===== src/rtl/ext_slow_memory.sv =====
// OBI slave memory for the external crossbar SLOW_MEMORY window with programmable
// grant and response latency; a single transaction is in flight at a time.
module ext_slow_memory #(
  parameter int unsigned NUM_WORDS      = 128,
  parameter int unsigned GNT_LATENCY    = 2,
  parameter int unsigned RVALID_LATENCY = 3
) (
  input  logic        clk_i,
  input  logic        rst_ni,
  input  logic        req_i,
  output logic        gnt_o,
  input  logic [31:0] addr_i,
  input  logic        we_i,
  input  logic [3:0]  be_i,
  input  logic [31:0] wdata_i,
  output logic        rvalid_o,
  output logic [31:0] rdata_o
);

  localparam int unsigned IDX_W   = $clog2(NUM_WORDS);
  localparam int unsigned MAX_LAT = (GNT_LATENCY > RVALID_LATENCY) ? GNT_LATENCY : RVALID_LATENCY;
  localparam int unsigned CNT_W   = (MAX_LAT > 1) ? $clog2(MAX_LAT) : 1;
  localparam int          NUM_BYTES = 4;

  localparam logic [CNT_W-1:0] GNT_LOAD = CNT_W'(GNT_LATENCY - 1);
  localparam logic [CNT_W-1:0] RSP_LOAD = CNT_W'(RVALID_LATENCY - 1);
  localparam logic [CNT_W-1:0] CNT_ZERO = {CNT_W{1'b0}};
  localparam logic [CNT_W-1:0] CNT_ONE  = CNT_W'(1);

  typedef enum logic [1:0] {
    IDLE      = 2'd0,
    GNT_WAIT  = 2'd1,
    RESP_WAIT = 2'd2
  } state_e;

  state_e           state_q, state_d;
  logic [CNT_W-1:0] cnt_q, cnt_d;
  logic             gnt_q, gnt_d;
  logic             rvalid_q, rvalid_d;
  logic [31:0]      rdata_q, rdata_d;
  logic [31:0]      resp_q, resp_d;

  logic [31:0]      mem [NUM_WORDS];
  logic [IDX_W-1:0] word_idx;
  logic             access;
  logic             mem_we;
  logic             addr_unused;

  // Address bits outside the word index alias the array
  assign word_idx    = addr_i[IDX_W+1:2];
  assign addr_unused = ^{addr_i[31:IDX_W+2], addr_i[1:0]};

  // State register; the memory array below is deliberately left out of reset
  always_ff @(posedge clk_i or negedge rst_ni) begin
    if (!rst_ni) begin
      state_q  <= IDLE;
      cnt_q    <= CNT_ZERO;
      gnt_q    <= 1'b0;
      rvalid_q <= 1'b0;
      rdata_q  <= 32'h0;
      resp_q   <= 32'h0;
    end else begin
      state_q  <= state_d;
      cnt_q    <= cnt_d;
      gnt_q    <= gnt_d;
      rvalid_q <= rvalid_d;
      rdata_q  <= rdata_d;
      resp_q   <= resp_d;
    end
  end

  // Memory write port, committed in the grant cycle
  always_ff @(posedge clk_i) begin
    if (mem_we) begin
      for (int b = 0; b < NUM_BYTES; b++) begin
        if (be_i[b]) begin
          mem[word_idx][8*b +: 8] <= wdata_i[8*b +: 8];
        end
      end
    end
  end

  // Next-state and latency counter
  always_comb begin
    state_d = state_q;
    cnt_d   = cnt_q;
    case (state_q)
      IDLE: begin
        if (req_i) begin
          state_d = GNT_WAIT;
          cnt_d   = GNT_LOAD;
        end else begin
          state_d = IDLE;
          cnt_d   = CNT_ZERO;
        end
      end
      GNT_WAIT: begin
        // cnt==0 is the cycle in which gnt_o is already high
        if (cnt_q == CNT_ZERO) begin
          state_d = RESP_WAIT;
          cnt_d   = RSP_LOAD;
        end else if (req_i) begin
          cnt_d = cnt_q - CNT_ONE;
        end else begin
          state_d = IDLE;
          cnt_d   = CNT_ZERO;
        end
      end
      RESP_WAIT: begin
        if (cnt_q != CNT_ZERO) begin
          cnt_d = cnt_q - CNT_ONE;
        end else if (req_i) begin
          state_d = GNT_WAIT;
          cnt_d   = GNT_LOAD;
        end else begin
          state_d = IDLE;
          cnt_d   = CNT_ZERO;
        end
      end
      default: begin
        state_d = IDLE;
        cnt_d   = CNT_ZERO;
      end
    endcase
  end

  // Outputs are registered: pulses are scheduled one cycle ahead from the next state
  always_comb begin
    access   = (state_q == GNT_WAIT) && (cnt_q == CNT_ZERO);
    mem_we   = access && we_i;
    gnt_d    = (state_d == GNT_WAIT) && (cnt_d == CNT_ZERO);
    rvalid_d = (state_d == RESP_WAIT) && (cnt_d == CNT_ZERO);
    if (access) begin
      if (we_i) begin
        resp_d = 32'h0;
      end else begin
        resp_d = mem[word_idx];
      end
    end else begin
      resp_d = resp_q;
    end
    if (rvalid_d) begin
      rdata_d = resp_d;
    end else begin
      rdata_d = rdata_q;
    end
  end

  assign gnt_o    = gnt_q;
  assign rvalid_o = rvalid_q;
  assign rdata_o  = rdata_q;

endmodule


===== config.mk =====
export PLATFORM = sky130hd
export DESIGN_NAME = ext_slow_memory
export DESIGN_NICKNAME = d
export VERILOG_FILES = /design/src/rtl/ext_slow_memory.sv
export SDC_FILE = /design/constraint.sdc
export NUM_CORES = 2
export LEC_CHECK = 0
export BUFFER_PORTS_ARGS = -buffer_cell sky130_fd_sc_hd__buf_2
export CORE_MARGIN = 4
export CORE_UTILIZATION = 30
export CTS_CLUSTER_SIZE = 12
export DETAILED_ROUTE_END_ITERATION = 8
export GPL_ROUTABILITY_DRIVEN = 0
export GPL_TIMING_DRIVEN = 1
export SYNTH_ARGS = -nofsm -noshare
export SYNTH_HDL_FRONTEND = slang
export SYNTH_SLANG_ARGS = --single-unit

===== constraint.sdc =====
create_clock -name clk_i -period 3.43 [get_ports clk_i]
set_clock_uncertainty 0.05 [all_clocks]
set_input_delay 0 -clock clk_i [delete_from_list [all_inputs] [get_ports clk_i]]
set_output_delay 0 -clock clk_i [all_outputs]
set_load 0.05 [all_outputs]

-- After elaboration in Yosys (flattened, before gate mapping)
Memory sizes are Yosys's and may differ from the RTL's.
Cells that the tools add are included.
- memory bits (writable): 4096
- register bits after elaboration: 70
- output and inout bits: 34
- word-level logic and storage cells: 43
- input port bits: 72
- memories: 1
- memory list (name ; words ; width ; rd ports ; clocked after Yosys merged registers in ; wr ports ; line ; text):
    mem ; 128 ; 32 ; 1 ; 0 ; 1 ; 43 ; logic [31:0] mem [NUM_WORDS];
- multiplexer cells: 23
- add/subtract/negate cells: 1
- reduce and logical (&&, ||, !) cells: 8
- equal/unequal tests: 4
- operator list (kind ; count):
    $mux W32 ; 2
    $mux W1 ; 13
    $mux W2 ; 6
    $pmux W2 S3 ; 2
    $logic_not A2 Y1 ; 3
    $eq A2 B1 Y1 const B ; 2
    $eq A2 B2 Y1 const B ; 2
    $logic_and A1 B1 Y1 ; 4
    $reduce_bool A2 Y1 ; 1
    $sub A2 B1 Y2 const B ; 1

-- Logic depth before layout (Yosys ltp)
- depth after elaboration: 6
- depth in mapped cells: 12
- mapped depth without buffers: 8

-- Worst setup path before layout
No wires, ideal clock.
- path kind: reg-to-reg
- start point: register cnt_q[0]
- end point: memory mem[102][10] (enable)
- data arrival time: 2.210 ns
- stages on the path, launching flop included: 8
- clock period less this slack: 2.630 ns
- setup time: 0.370 ns
- setup slack: 0.800 ns
- cell sequence: dfrtp_1 inv_1 ha_1 nor3b_1 nand3_1 clkbuf_1 clkbuf_1 nor2_1
- word-level cells in the longest chain between the ends: 5
- RTL lines (what ; line ; text):
    start: declaration ; 37 ; logic [CNT_W-1:0] cnt_q, cnt_d;
    start signal: assignment ; 64 ; cnt_q <= cnt_d;
    $logic_not A2 Y1 ; 129 ; access = (state_q == GNT_WAIT) && (cnt_q == CNT_ZERO);
    $logic_and A1 B1 Y1 ; 129 ;
    $logic_and A1 B1 Y1 ; 130 ; mem_we = access && we_i;
    $mux W1 ; 74 ; if (mem_we) begin
    $mux W1 (implied by the code) ; 77 ; mem[word_idx][8*b +: 8] <= wdata_i[8*b +: 8];
    end: declaration ; 43 ;
No other way between the ends.

-- Worst setup path after layout
- start point: input addr_i[7]
- end point: memory mem[105][10] (enable)
- RTL lines (what ; line ; text):
    start: declaration ; 12 ; input logic [31:0] addr_i,
No word-level cell before the write port.

==> results.json <==
{
  "grt_pass1_wl_mm": 670,
  "std_cell_rows": 269,
  "hp-class": "in -> reg",
  "dr.pass1.iters": 9,
  "grt_max_degree": 129,
  "initial_utilization": 0.301,
  "power_frac_comb": 0.063,
  "cts_buffer_depth": 4,
  "overflow": 0,
  "ir_worst_vdd_mv": 0.479,
  "regArea_sq_mm": 0.125,
  "die_height_um": 743,
  "end_kind": "register",
  "finalHoldViolations": 0,
  "p_seq_frac": 0.534,
  "drv_cap": 0,
  "wl_per_cell_um": 27.1,
  "netSwitchingFraction": 0.224,
  "cts_sinks": 4166,
  "whs_ns": 0.0685,
  "clk_latency_ns": 0.96,
  "dr_total_vias": 90500,
  "clock.fmax_mhz": 303,
  "syn-cell-area_sq_mm": 0.162,
  "ys_seq_area_frac": 0.770,
  "slowest_stage": "nand2_1",
  "drc": 0,
  "slew-limit-headroom": 0.132,
  "track_usage": 0.169,
  "finalSetupViolations": 0,
  "boundaryPins": 106,
  "worstMarginPinSlew_ns": 1.30,
  "finalNonFillerCells": 17900,
  "crit_family": "simple AND/OR/NAND/NOR gates",
  "root_buffer": "clkbuf_16",
  "drive_gt1_frac": 0.157,
  "outcome": "complete, no violations",
  "syn_avg_cell_area_sq_um": 17.4,
  "critPathRequiredTime_ns": 3.97,
  "multiInputGateArea_sq_mm": 0.0340,
  "cp.arrival_ns": 3.85,
  "clkPwrFrac": 0.403,
  "nFillCells": 50300,
  "ys_async_sr_fraction": 0.0168,
  "synth_xor_area_frac": 0,
  "synth_ff_type": "edfxtp_1",
  "synth_edf_count": 4096,
  "reg2regPathDepth": 12,
  "numCtsBuffers": 430,
  "die_w_um": 743,
  "grt_pass1_vias": 86200,
  "rsz0062_at_grt": "no",
  "hold_depth": 2,
  "path_cells": "dlygate4sd3_1 -> buf_2 -> nand2_2 -> nor2_1 -> nand2_1 -> nor2_2",
  "drt_wl_total_mm": 485,
  "dr.first_iter.drc_count": 10700,
  "synth-seq-cells": 4166,
  "synth_top_family_by_area": "multiplexers",
  "io_buffers": 80,
  "crit_buf_inv": 2,
  "fin_util": 0.356,
  "htreeDepth": 5,
  "synth_fp_nets": 9393,
  "ys_types": 45,
  "final_nets": 10400,
  "synth_cells": 9318,
  "pre_cts_slack_ns": -0.0764,
  "vias_per_cell": 5.06,
  "grt_antenna_before_repair": 79,
  "switchingPower_mw": 23.8,
  "clkTransAtPathRegs_ns": 0.06,
  "ys_warn_count": 0,
  "dp.cells": 17100,
  "die_area_sq_mm": 0.552,
  "yosys.area_share.simple": 0.0319,
  "slowest_delay_ns": 0.96,
  "synth_compound_area_frac": 0.0503,
  "cts_tree": "yes",
  "p_leak_nw": 65.4,
  "path_max_fanout": 12,
  "synthMuxAreaShare": 0.127,
  "power_mw": 106,
  "core-area_sq_mm": 0.537,
  "fin_ws_ns": 0.127,
  "drtAntennaViolNets": 0,
  "layout-area-overhead-vs-synth_pct": 18.1,
  "place_hpwl_mm": 328,
  "slew_violations": 0,
  "critPathLaunchType": "primary input",
  "min_period_ns": 3.30,
  "critical_path_cell_count": 6,
  "power.internal_mw": 82.3,
  "critPathKind": "in -> reg",
  "cellPowerDensity_mw_per_mm2": 555,
  "cts_setup_buffers": 0,
  "finalCritPeriodShare": 0.963,
  "yosys.area_share.adder": 0.000232
}
metrics by stage:
step           area (sq um)  setup TNS, ns
6_report             191000              0
4_1_cts              191000              0
3_5_place_dp         178000         -0.605
3_3_place_gp         178000         -0.537
5_1_grt              191000              0
2_1_floorplan        162000              0
worst register-to-register path: cells and delay by family (launching register included):
kind	cells	cell delay, ns
adders and majority gates	1	0.22
AOI/OAI and AO/OA	2	0.33
and+or+nand+nor	3	0.32
buffers and inverters	6	1.84
DFF	1	0.41
cell usage after synthesis (3+ instances only):
cell type | n | area, sq um
edfxtp_1 | 4096 | 123000
mux2i_1 | 2045 | 20500
nor2_1 | 1029 | 3860
o22ai_1 | 1020 | 6380
buf_2 | 305 | 1530
nand2_1 | 136 | 510
clkbuf_1 | 131 | 492
a41oi_1 | 124 | 1090
dfrtp_1 | 70 | 1750
buf_4 | 62 | 465
buf_6 | 58 | 653
inv_1 | 39 | 146
nor3_1 | 37 | 185
or4_1 | 32 | 240
a221o_1 | 31 | 310
a22o_1 | 31 | 272
nor4_1 | 8 | 50.1
buf_1 | 7 | 26.3
nand2b_1 | 6 | 37.5
a21oi_1 | 4 | 20.0
nand3_1 | 4 | 20.0
or4b_2 | 4 | 40.0
ha_1 | 3 | 37.5
nand4b_1 | 3 | 26.3
nand4bb_1 | 3 | 33.8
nor3b_2 | 3 | 37.5
or4bb_1 | 3 | 33.8
routing by layer:
metal | part of all wire | routed length [um] | GRT usage
met3 | 0.095 | 46200 | 0.0393
met4 | 0.050 | 24500 | 0.0753
met5 | 0.0012 | 594 | 0.00658
met1 | 0.41 | 199000 | 0.231
met2 | 0.44 | 215000 | 0.257
cells in the final DEF (no fill, tap or decap), drive strengths merged, types with 4 or more instances in the layout:
cell type	instances
inv	46
a41oi	124
nor4	8
edfxtp	4096
nor3b	4
buf	1118
clkinv	149
nand3	4
nor2	1029
dfrtp	70
clkinvlp	4
diode	51
dlygate4sd3	46
nand2	136
a22o	31
nand2b	6
clkbuf	576
o22ai	1020
a21oi	4
nand4b	4
or4b	4
bufinv	8
nor3	37
a221o	31
mux2i	2045
or4	32
kinds of logic after synthesis:
logic type	Yosys count
adders and majority gates	3
muxes	2048
AOI/OAI and AO/OA	1220
DFF	4166
and+or+nand+nor	1279
buffers and inverters	602
power groups by stage:
stage               Sequential, mW  Clock [mW]  Combinational [mW]
finish                        56.6        42.8                6.63
global placement              57.7           0                6.44
CTS                           56.6        43.4                6.61
global route                  56.6        45.6                6.94
floorplan                     57.9           0                2.95
detailed placement            57.7           0                6.51
sequential cells by signal, summed over array words and instances, names as in the netlist:
name      cells
mem        4096
rdata_o      32
resp_q       32
cnt_q         2
state_q       2
gnt_o         1
rvalid_o      1
final cells by class:
type / instances / area share
diodes: 51 / 0.000668
clock buffers: 576 / 0.0605
clock inverters: 168 / 0.00561
inverters: 39 / 0.000766
multi-input cells: 4550 / 0.178
flip-flops and latches: 4166 / 0.652
well taps: 7181 / 0.0470
repair buffers: 1164 / 0.0549
path summary, 6_finish.rpt:
kind / slack [ns] / end / start
worst min-delay path: 0.07 / mem[62][4] / wdata_i[4]
max in group asynchronous: 2.53 / resp_q[3] / rst_ni
min in group asynchronous: 0.23 / rdata_o[9] / rst_ni
worst max register to register: 0.15 / rdata_o[30] / cnt_q[0]
worst max-delay path: 0.13 / mem[105][10] / addr_i[7]
worst min register to register: 0.46 / resp_q[26] / resp_q[26]
repair_timing:
action | CTS | global route
hold endpoints to repair | 4952 | 0
setup endpoints to repair | 0 | 9
hold buffers | 47 | 0
gates resized for setup | 0 | 2
Note: power is estimated with default switching activity, not from simulation.
